`config.mk`:
```
export PLATFORM = sky130hd
export DESIGN_NAME = pll_clk_supervisor
export DESIGN_NICKNAME = d
export VERILOG_FILES = /design/src/rtl/pll_supervisor_pkg.sv /design/src/rtl/sync2.sv /design/src/rtl/pll_clk_supervisor.sv
export SDC_FILE = /design/constraint.sdc
export NUM_CORES = 1
export LEC_CHECK = 0
export ABC_CLOCK_PERIOD_IN_PS = 3200
export CAP_MARGIN = 40
export CELL_PAD_IN_SITES_DETAIL_PLACEMENT = 0
export CELL_PAD_IN_SITES_GLOBAL_PLACEMENT = 2
export CORE_MARGIN = 3
export CORE_UTILIZATION = 30
export CTS_CLUSTER_SIZE = 28
export DETAILED_ROUTE_END_ITERATION = 8
export PLACE_DENSITY = 0.69
export SETUP_SLACK_MARGIN = 0.4
export SYNTH_ARGS = -nofsm -noshare
export SYNTH_HDL_FRONTEND = slang
export SYNTH_SLANG_ARGS = --single-unit
```
`constraint.sdc`:
```
create_clock -name CLK -period 3.2 [get_ports CLK]
set_input_delay 0.48 -clock CLK [delete_from_list [all_inputs] [get_ports CLK]]
set_output_delay 0.48 -clock CLK [all_outputs]
set_load 0.02 [all_outputs]
```
`src/rtl/pll_supervisor_pkg.sv`:
```
// Shared definitions for the PLL clock supervisor: FSM state encoding and
// default timing constants for a 16 MHz PLL output clock.
package pll_supervisor_pkg;

    // Supervisor FSM states, 2-bit encoding
    typedef enum logic [1:0] {
        WAIT_LOCK = 2'd0,
        STABILIZE = 2'd1,
        RUN       = 2'd2
    } state_t;

    // Nominal operating point: 16 MHz PLL output, 1 MHz timer tick
    localparam int PLL_CLK_HZ = 16_000_000;
    localparam int TICK_HZ    = 1_000_000;

    // Defaults for the supervisor parameters
    localparam int DEF_STABLE_CYCLES = 1024;
    localparam int DEF_TICK_DIV      = PLL_CLK_HZ / TICK_HZ;

endpackage

```
`src/rtl/sync2.sv`:
```
// Two-flop synchronizer for a single asynchronous level signal.
// Both stages clear to 0 on the asynchronous active-high reset.
module sync2 (
    input  logic i_clk,
    input  logic i_rst,
    input  logic i_d,
    output logic o_q
);

    logic r_meta;
    logic r_sync;

    // Shift the async input through two flops to resolve metastability
    always_ff @(posedge i_clk or posedge i_rst) begin
        if (i_rst) begin
            r_meta <= 1'b0;
            r_sync <= 1'b0;
        end else begin
            r_meta <= i_d;
            r_sync <= r_meta;
        end
    end

    assign o_q = r_sync;

endmodule

```
`src/rtl/pll_clk_supervisor.sv`:
```
// PLL lock supervisor: holds RST_OUT until the synchronized LOCK has been
// continuously high for STABLE_CYCLES clocks, re-asserts it and records a
// sticky LOCK_LOST when lock drops in RUN, and optionally generates a
// one-cycle TICK every TICK_DIV clocks while running.
// Build option: define PLL_SUPERVISOR_TICK_EN to include the tick generator;
// without it TICK is tied low and TICK_DIV has no effect.
module pll_clk_supervisor
    import pll_supervisor_pkg::*;
#(
    parameter int STABLE_CYCLES = DEF_STABLE_CYCLES,
    parameter int TICK_DIV      = DEF_TICK_DIV
) (
    input  logic CLK,
    input  logic RESET,
    input  logic LOCK,
    input  logic CLR_LOST,
    output logic RST_OUT,
    output logic READY,
    output logic TICK,
    output logic LOCK_LOST
);

    localparam int               CNT_W    = $clog2(STABLE_CYCLES + 1);
    localparam logic [CNT_W-1:0] CNT_LAST = CNT_W'(STABLE_CYCLES - 1);

    // Parameter range checks at elaboration
    if (STABLE_CYCLES < 1) begin : g_bad_stable
        $error("STABLE_CYCLES must be >= 1");
    end
    if (TICK_DIV < 2) begin : g_bad_div
        $error("TICK_DIV must be >= 2");
    end

    logic             w_lock_s;
    state_t           r_state;
    logic [CNT_W-1:0] r_cnt;
    logic             r_rst_out;
    logic             r_ready;
    logic             r_lock_lost;

    sync2 u_lock_sync (
        .i_clk (CLK),
        .i_rst (RESET),
        .i_d   (LOCK),
        .o_q   (w_lock_s)
    );

    // Lock FSM with settling counter; RST_OUT/READY are registered alongside
    // the state so they always equal a decode of r_state==RUN
    always_ff @(posedge CLK or posedge RESET) begin
        if (RESET) begin
            r_state   <= WAIT_LOCK;
            r_cnt     <= '0;
            r_rst_out <= 1'b1;
            r_ready   <= 1'b0;
        end else begin
            case (r_state)
                WAIT_LOCK: begin
                    r_cnt <= '0;
                    if (w_lock_s) begin
                        r_state <= STABILIZE;
                    end
                end
                STABILIZE: begin
                    if (!w_lock_s) begin
                        r_state <= WAIT_LOCK;
                        r_cnt   <= '0;
                    end else if (r_cnt == CNT_LAST) begin
                        r_state   <= RUN;
                        r_cnt     <= '0;
                        r_rst_out <= 1'b0;
                        r_ready   <= 1'b1;
                    end else begin
                        r_cnt <= r_cnt + 1'b1;
                    end
                end
                RUN: begin
                    r_cnt <= '0;
                    if (!w_lock_s) begin
                        r_state   <= WAIT_LOCK;
                        r_rst_out <= 1'b1;
                        r_ready   <= 1'b0;
                    end
                end
                default: begin
                    r_state   <= WAIT_LOCK;
                    r_cnt     <= '0;
                    r_rst_out <= 1'b1;
                    r_ready   <= 1'b0;
                end
            endcase
        end
    end

    // Sticky lock-lost flag; a new loss wins over a simultaneous clear
    always_ff @(posedge CLK or posedge RESET) begin
        if (RESET) begin
            r_lock_lost <= 1'b0;
        end else if ((r_state == RUN) && !w_lock_s) begin
            r_lock_lost <= 1'b1;
        end else if (CLR_LOST) begin
            r_lock_lost <= 1'b0;
        end
    end

`ifdef PLL_SUPERVISOR_TICK_EN
    localparam int                TCNT_W    = $clog2(TICK_DIV);
    localparam logic [TCNT_W-1:0] TCNT_LAST = TCNT_W'(TICK_DIV - 1);

    logic [TCNT_W-1:0] r_tcnt;

    // Tick divider: parked at 0 outside RUN so the first tick lands on the
    // TICK_DIV-th running cycle
    always_ff @(posedge CLK or posedge RESET) begin
        if (RESET) begin
            r_tcnt <= '0;
        end else if (r_state != RUN) begin
            r_tcnt <= '0;
        end else if (r_tcnt == TCNT_LAST) begin
            r_tcnt <= '0;
        end else begin
            r_tcnt <= r_tcnt + 1'b1;
        end
    end

    assign TICK = (r_state == RUN) && (r_tcnt == TCNT_LAST);
`else
    assign TICK = 1'b0;
`endif

    assign RST_OUT   = r_rst_out;
    assign READY     = r_ready;
    assign LOCK_LOST = r_lock_lost;

endmodule

```
==> summary.md <==
| Metric | Value |
|---|---|
| Run status | `finished, final reports clean` |
| CORE AREA | `0.00250 mm²` |
| Yosys cell types | `31` |
| First-pass DRT Iterations | `3` |
| Drt total wl | `1430 µm` |
| CTS tree | `built` |
| Syn nets | `75` |
| Sequential share of the synthesized area | `0.569` |
| WP depth | `1` |
| Routed Antenna Nets | `0` |
| Final core occ | `0.368` |
| Dpl ws | `1620 ps` |
| Met3 wire len | `48 µm` |
| Worst path max stage delay | `590 ps` |
| CP Cell Sequence | `clkdlybuf4s50_1` |
| Crit share post-route | `0.594` |
| Nets@finish | `84` |
| Total number of vias | `571` |
| Clock Pin Slew Worst Setup and Hold Paths | `110 ps` |
| Die span in x | `57.5 µm` |
| Starting density of the core | `0.318` |
| Buf+Inv Stages, Crit Path | `1` |
| Commonest cells post-synth | `dfrtp_1, nand2_1, a21oi_1, nor3_1` |
| Largest cells by area after synthesis | `dfrtp_1, dfstp_2, a211oi_2, o31ai_1, or4_1` |
| Ys flop type | `dfrtp_1` |
| Crit start category | `flop` |
| Synthesized netlist cell count | `70` |
| IO Pins | `8` |
| Hold Slack | `359 ps` |
| ANT cells | `0` |
| Overall Global Routing Usage | `0.102` |
| Antenna violations before repair | `0` |
| Worst r2r path cells | `4` |
| Max Clock Freq | `0.526 GHz` |
| Largest net degree at the start of global routing | `19` |
| Avg WL per Cell | `13.2 µm` |
| DRC viols | `0` |
| Final Skew | `1.67 ps` |
| Setup TNS | `0 ps` |
| FF-to-FF setup slack | `1660 ps` |
| Hold violation total from the final report | `0` |
| Root Buffer | `clkbuf_4` |
| Number of global-route vias before repair | `565` |
| Max Cap Viol | `0` |
| Share of cells above drive strength 1 | `0.128` |
| Buffers on Ports | `6` |
| Post-route insts no fill | `108` |
| Post-DP HPWL | `998 µm` |
| Worst Path Max Fanout | `2` |
| CTS resizes | `0` |
| Sw Share | `0.226` |
| Top cell type's share of synthesized area | `0.535` |
| Reg2Reg Launch Point | `r_cnt[0]$_DFF_PP0_` |
| Top layer in use | `met4` |
| Slew @ Worst Pin | `688 ps` |
| Buffer count from post-CTS setup fixing | `0` |
| CP Capture Type | `primary output` |
| Count leader, synth | `dfrtp_1` |
| Total CTS buffers | `3` |
| Clock share of power | `0.353` |
| Fraction of registers with async set/reset | `1.00` |
| Met1 wire length | `673 µm` |
| Setup violations, final | `0` |
| Power share of the combinational group | `0.056` |
| Worst-Skew Late Latency | `290 ps` |
| Fin. max-slew vios | `0` |
| RePlAce Congestion | `0.677` |
| Pwr dens | `436 mW/mm²` |
| Hold path start | `u_lock_sync.r_meta$_DFF_PP0_` |
| Reg2reg end | `r_cnt[8]$_DFF_PP0_` |
| Worst Setup SP | `RST_OUT$_DFFE_PP1P_` |
| Int Pwr | `0.000310 W` |
| RSZ-0062 raised after global routing | `false` |
| CP max stage cell | `clkdlybuf4s50_1` |
| Hold crit path type | `reg -> reg` |
| Cts hold-fix bufs | `0` |
| FP Rows | `18` |
| FF+latch count, synth | `18` |
| Path type of the worst setup path | `reg -> out` |
| Setup ws final | `1300 ps` |
| Cell Area, Synth | `795 µm²` |
| Area leader, netlist | `dfrtp_1` |
| Seq pwr share | `0.591` |
| Worst setup path end | `RST_OUT` |
| EDFF count, synth | `0` |
| DR WL met2 | `673 µm` |
| Crit path time final | `1900 ps` |
| Pleak | `0.357 nW` |
| Clock sink count | `18` |
| Worst EP required | `2720 ps` |
| Arrival @ worst endpoint | `1420 ps` |
| DP Cell Count | `104` |
| CP delay by family, top | `buffers and inverters` |
| Total gr overflow | `0` |
| Post-Syn Area per Cell | `11.4 µm²` |
| Synthesis Warnings | `0` |
| Number of H-tree levels | `1` |
| First-pass GRT wire length | `2550 µm` |
| Clk buf depth | `2` |
| DR vias/cell | `5.29` |
| Rel. slew slack | `0.541` |
| DRT iter0 DRCs | `13` |
| Psw | `0.0000906 W` |
| Die height | `57.5 µm` |
| Die ar. | `0.00330 mm²` |
| Peak supply drop | `152 µV` |
| Synth-to-layout area growth | `15.7%` |
==> worst min-delay path by stage <==
| stage | end | slack [ps] | cells past startpoint |
|---|---|---|---|
| after floorplan | u_lock_sync.o_q$_DFF_PP0_ | 330 | 0 |
| final | u_lock_sync.o_q$_DFF_PP0_ | 360 | 0 |
| after global placement | u_lock_sync.o_q$_DFF_PP0_ | 330 | 0 |
| after CTS | u_lock_sync.o_q$_DFF_PP0_ | 360 | 0 |
| after global routing | u_lock_sync.o_q$_DFF_PP0_ | 360 | 0 |
| after detailed placement | u_lock_sync.o_q$_DFF_PP0_ | 340 | 0 |
==> layer usage <==
layer  track usage  vias up
met5             0        -
met4        0.0695        0
met3        0.0204        4
met2         0.152        9
met1         0.132      282
li1              -      276
==> kinds of logic (layout without fill, tap and decap cells) <==
logic type / count (synthesis) / in the layout / share of synthesized area
AO/OA/AOI/OAI: 17 / 17 / 0.162
XOR/XNOR: 3 / 3 / 0.0331
adder cells (fa/ha/maj): 1 / 1 / 0.0157
buffers and inverters: 6 / 14 / 0.0346
flip-flops: 18 / 18 / 0.569
other: 1 / 1 / 0.00472
AND/OR/NAND/NOR: 24 / 24 / 0.181
==> area by class of cell <==
cell class,instances,area (µm²)
fill,257,1580
sequential,18,452
multi-input combinational,46,315
timing repair buffer,7,67.6
tap,30,37.5
clock buffer,4,36.3
inverter,3,11.3
==> state kept, by name (all words and copies together), names as in the netlist <==
register / flops
LOCK_LOST: 1
READY: 1
RST_OUT: 1
r_cnt: 11
r_state: 2
u_lock_sync.o_q: 1
u_lock_sync.r_meta: 1
==> metrics by stage <==
stage | power [W] | area (µm²)
3_5_place_dp | 0.000265 | 883
4_1_cts | 0.000408 | 920
6_report | 0.000401 | 920
5_1_grt | 0.000419 | 920
2_1_floorplan | 0.000257 | 795
3_3_place_gp | 0.000265 | 883
==> layout by cell type (no fill, tap or decap), types with 2 or more instances in the layout <==
cell and n:
nor3_1 4, clkdlybuf4s50_1 6, o21ai_0 2, o31ai_1 3, dfrtp_1 17, clkbuf_4 3, nand3_1 3, a21oi_1 4
inv_1 3, or3_1 2, xor2_1 2, a211oi_2 2, nand4_1 2, or4_1 3, nand2_1 5
==> power groups by stage <==
stage                     registers (W)   logic, W  clock network, W
after CTS                      0.000237  0.0000236          0.000148
after floorplan                0.000240  0.0000167                 0
final                          0.000237  0.0000225          0.000141
after detailed placement       0.000241  0.0000234                 0
after global routing           0.000237  0.0000261          0.000155
after global placement         0.000241  0.0000238                 0
Power figures use the tool's default switching activity.
